`src/rtl/if_stage.sv`:
```
// if_stage: instruction fetch for the 32-bit MIPS pipeline.
// Owns the PC, fetches from 1-cycle imem, buffers words for decode.
module if_stage #(
  parameter logic [31:0] RESET_PC  = 32'h0000_0000,
  parameter int          BUF_DEPTH = 2
) (
  input  logic        clk,
  input  logic        rst,
  output logic        imem_req,
  output logic [31:0] imem_addr,
  input  logic [31:0] imem_rdata,
  input  logic        redirect,
  input  logic [31:0] redirect_pc,
  input  logic        id_ready,
  output logic        instr_valid,
  output logic [31:0] instruction,
  output logic [31:0] instr_pc,
  output logic [31:0] pc_plus4,
  output logic [7:0]  fetch_count
);

  localparam int AW = $clog2(BUF_DEPTH);
  localparam int CW = AW + 1;
  localparam int OW = CW + 1;

  logic [31:0]   pc;
  logic          inflight;
  logic [31:0]   inflight_pc;
  logic [AW-1:0] rd_ptr;
  logic [AW-1:0] wr_ptr;
  logic [CW-1:0] count;
  logic [7:0]    fc;

  logic [31:0] buf_instr [BUF_DEPTH];
  logic [31:0] buf_pc    [BUF_DEPTH];

  logic          pop;
  logic          push;
  logic [OW-1:0] occ;

  assign instr_valid = (count != '0);
  assign pop         = instr_valid & id_ready;
  assign push        = inflight & ~redirect;

  // Pop credit lets a full buffer keep fetching while decode drains it.
  assign occ = {1'b0, count}
             + OW'(inflight)
             - OW'(pop);

  assign imem_req  = ~rst & ~redirect
                   & (occ < OW'(BUF_DEPTH));
  assign imem_addr = pc;

  assign instruction = instr_valid ? buf_instr[rd_ptr] : 32'h0;
  assign instr_pc    = instr_valid ? buf_pc[rd_ptr]    : 32'h0;
  assign pc_plus4    = instr_valid ? buf_pc[rd_ptr] + 32'd4 : 32'h0;
  assign fetch_count = fc;

  always_ff @(posedge clk) begin
    if (push) begin
      buf_instr[wr_ptr] <= imem_rdata;
      buf_pc[wr_ptr]    <= inflight_pc;
    end
  end

  always_ff @(posedge clk or posedge rst) begin
    if (rst) begin
      pc          <= RESET_PC;
      inflight    <= 1'b0;
      inflight_pc <= 32'h0;
      rd_ptr      <= '0;
      wr_ptr      <= '0;
      count       <= '0;
      fc          <= 8'h0;
    end else begin
      fc <= fc + 8'(pop);
      if (redirect) begin
        pc       <= redirect_pc & 32'hFFFF_FFFC;
        inflight <= 1'b0;
        rd_ptr   <= '0;
        wr_ptr   <= '0;
        count    <= '0;
      end else begin
        inflight <= imem_req;
        if (imem_req) begin
          pc          <= pc + 32'd4;
          inflight_pc <= pc;
        end
        if (push) wr_ptr <= wr_ptr + 1'b1;
        if (pop)  rd_ptr <= rd_ptr + 1'b1;
        count <= count + CW'(push) - CW'(pop);
      end
    end
  end

endmodule

```
`config.mk`:
```
export PLATFORM = sky130hd
export DESIGN_NAME = if_stage
export DESIGN_NICKNAME = d
export VERILOG_FILES = /design/src/rtl/if_stage.sv
export SDC_FILE = /design/constraint.sdc
export NUM_CORES = 1
export LEC_CHECK = 0
export CORE_AREA = 2 2 139 141
export CTS_BUF_LIST = sky130_fd_sc_hd__clkbuf_8
export DETAILED_ROUTE_END_ITERATION = 8
export DIE_AREA = 0 0 141 143
export PLACE_DENSITY = 0.89
export SLEW_MARGIN = 0
export SYNTH_ARGS = -nofsm -noshare
export SYNTH_HDL_FRONTEND = slang
export SYNTH_SLANG_ARGS = --single-unit
```
`constraint.sdc`:
```
create_clock -name clk -period 4.4 [get_ports clk]
set_clock_uncertainty 0.15 [all_clocks]
set_input_delay 1.1 -clock clk [delete_from_list [all_inputs] [get_ports clk]]
set_output_delay 1.1 -clock clk [all_outputs]
set_load 0.02 [all_outputs]
```
==> summary.md <==
| Metric | Value |
|---|---|
| Clk sinks | `197` |
| Placeable Area | `18580 um2` |
| Distinct cells, synth | `65` |
| Reg2Reg Launch Point | `count[1]` |
| Fillers | `1441` |
| Critical setup path kind | `register to primary output` |
| GRT Util Overall | `22.13%` |
| Worst-path clk slew | `0.09 ns` |
| Root Driver | `clkbuf_8` |
| Clk_lat worst skew | `0.46 ns` |
| Nets | `1088` |
| Die width | `141 um` |
| Commonest non-fill, non-tap cell in the layout | `clkdlybuf4s50_1` |
| Slew Limit Headroom | `46.69%` |
| Slew Viols, Final | `0` |
| Hold buffers post-CTS | `0` |
| Final ANT Viol Nets | `0` |
| Sequential share of the synthesized area | `60.39%` |
| Routed via count | `7084` |
| Row cnt | `50` |
| Max_cap viols | `0` |
| Die area | `20160 um2` |
| H-tree depth | `4` |
| Final WL | `22180 um` |
| Via density | `5.618` |
| Synthesized instance count | `807` |
| Asr flop ratio synth | `37.06%` |
| Initial antenna violation count | `0` |
| Yosys top cell area share | `40.51%` |
| CP endpoint kind | `primary output` |
| Commonest non-fill, non-tap cells in the layout | `clkdlybuf4s50_1, nand2_1, edfxtp_1, nor2_1, dfrtp_1` |
| Worst setup path startpoint | `rd_ptr` |
| Initial Util | `49.47%` |
| Congestion Overflow GR | `0` |
| Setup_tns | `0 ns` |
| Vias in the first global route | `6835` |
| Critical Path RT | `3.15 ns` |
| Final std cells w/o fill | `1261` |
| Maximum clock path buffer count | `2` |
| Fmax | `229.9 MHz` |
| Worst-Margin Slew | `0.7997 ns` |
| Port Buf Inserts | `197` |
| Ys Warns | `0` |
| Worst Path Max Fanout | `11` |
| Hold Crit Class | `register to register` |
| Main flop type after synthesis | `edfxtp_1` |
| Largest net degree at the start of global routing | `79` |
| Synth area leaders | `edfxtp_1, dfrtp_1, mux2i_1` |
| Final worst path period need | `4.350 ns` |
| Routed len/inst | `17.59 um` |
| CTS buffer count | `17` |
| Hpwl dp | `15310 um` |
| Die H | `143 um` |
| HP Start | `inflight_pc[4]` |
| CTS tree | `done` |
| Worst setup SP type | `register` |
| Number of flops mapped to enable cells by yosys | `124` |
| Leading area contributor after synthesis | `edfxtp_1` |
| Synth Area per Inst | `11.39 um2` |
| Area Growth Syn to Fin | `30.41%` |
| N_diodes | `0` |
| Final GP Congestion | `0.8597` |
| Status | `complete, no violations` |
| DRC | `0` |
| Endpoints failing setup | `0` |
| Pleak | `0.004576 uW` |
| Crit path DAT | `3.10 ns` |
| Pwr Density | `602.0 nW/um2` |
| DR iter-0 viols | `474` |
| FF+latch count, synth | `197` |
| First-pass iteration count of the detailed router | `5` |
| Layout cells sized above 1 | `9.153%` |
| Hold slack final | `0.3168 ns` |
| Final Hold Vio Count | `0` |
| RSZ-0062 raised after global routing | `true` |
| Top Ports | `206` |
| Mapped Area | `9191 um2` |
| Fin crit share | `98.86%` |
| VDD IR max | `0.4167 mV` |
| Dpl cells | `1217` |
| First-pass GRT wire length | `35270 um` |
worst paths after layout:
kind                                   end  slack [ns]  cells after the start
max reg2reg                  imem_addr[29]        1.26                     13
max in group asynchronous    imem_addr[23]        2.41                      3
min                           buf_pc[1][4]        0.32                      0
min reg2reg                   buf_pc[1][4]        0.32                      0
max                           pc_plus4[17]        0.05                      7
min in group asynchronous  inflight_pc[12]        1.03                      2
state kept, by name, indices dropped and copies added (netlist names), 2 cells and up:
name         cells
inflight_pc     30
fetch_count      8
count            2
buf_pc          60
imem_addr       30
buf_instr       64
per-stage QoR:
| step | power [uW] | util (%) | cell area [um2] | setup WS (ns) |
|---|---|---|---|---|
| 2_1_floorplan | 4638 | - | 9213 | 0.1066 |
| 3_3_place_gp | 6003 | 61.68 | 11460 | -0.1291 |
| 3_5_place_dp | 6094 | 61.68 | 11460 | -0.1413 |
| 4_1_cts | 7246 | 64.38 | 11960 | -0.02643 |
| 5_1_grt | 7622 | 64.51 | 11990 | -0.1765 |
| 6_report | 7216 | 64.51 | 11990 | 0.05028 |
cell families after synthesis:
family,share of synthesized area (%)
other,0.04080
xor gates and xnor gates,2.287
AOI/OAI and AO/OA,8.821
DFF,60.39
adders and majority gates,0.8985
muxes,6.943
and+or+nand+nor,17.49
buffers and inverters,3.131
repair_timing:
action	4_1_cts	5_1_grt
setup buffers	11	1
resized for setup	28	16
endpoints found under the setup margin	19	15
pin swaps	2	2
gates cloned	0	0
routing by layer:
layer	up-vias	GRT usage, %	share of wire, %
met4	0	7.789	1.7
met5	-	0	0
li1	3348	-	-
met1	3380	30.46	44
met3	31	4.292	7.2
met2	325	35.46	47
area by class of cell:
cell class / count / area, um2 / area share (%)
clock buffer: 19 / 261.5 / 2.182
clock inverter: 13 / 118.9 / 0.9916
tap: 234 / 292.8 / 2.443
timing repair buffer: 230 / 2263 / 18.88
multi-input combinational: 554 / 3443 / 28.73
inverter: 14 / 52.55 / 0.4384
sequential: 197 / 5554 / 46.34
worst max-delay path: stages (launching register included):
cell             delay [ns]
dfrtp_4                0.53
buf_4                  0.20
nand4b_1               0.22
nand2_1                0.22
o2111ai_2              0.23
a221oi_1               0.32
mux2_2                 0.38
clkdlybuf4s50_1        0.56
Yosys cell counts, drive strengths merged, types with 2 or more instances:
cell type / n
a31o: 2
nand3: 33
a21oi: 12
nand2: 136
xor2: 5
buf: 27
a41oi: 2
o22ai: 2
nor3: 12
nor4: 9
or3: 4
o311ai: 10
a32o: 2
a22oi: 4
o31ai: 6
and3b: 2
edfxtp: 124
clkbuf: 20
a221oi: 2
nand2b: 3
o31a: 3
nand4b: 4
a221o: 9
o21ai: 32
nor3b: 2
a31oi: 6
inv: 14
and2: 6
ha: 5
nor2: 91
o211ai: 9
a32oi: 2
mux2i: 57
nand3b: 5
xnor2: 19
o2111ai: 3
or4: 2
nand4: 13
nor2b: 4
dfrtp: 73
o21a: 2
mux2: 6
and3: 11
where the power goes:
part / total [uW] / switching (uW) / internal [uW] / leakage [uW]
combinational: 3340 / 1910 / 1430 / 0.00232
clock: 1140 / 609 / 527 / 0.000217
sequential: 2740 / 336 / 2400 / 0.00204
Power figures use the tool's default switching activity.
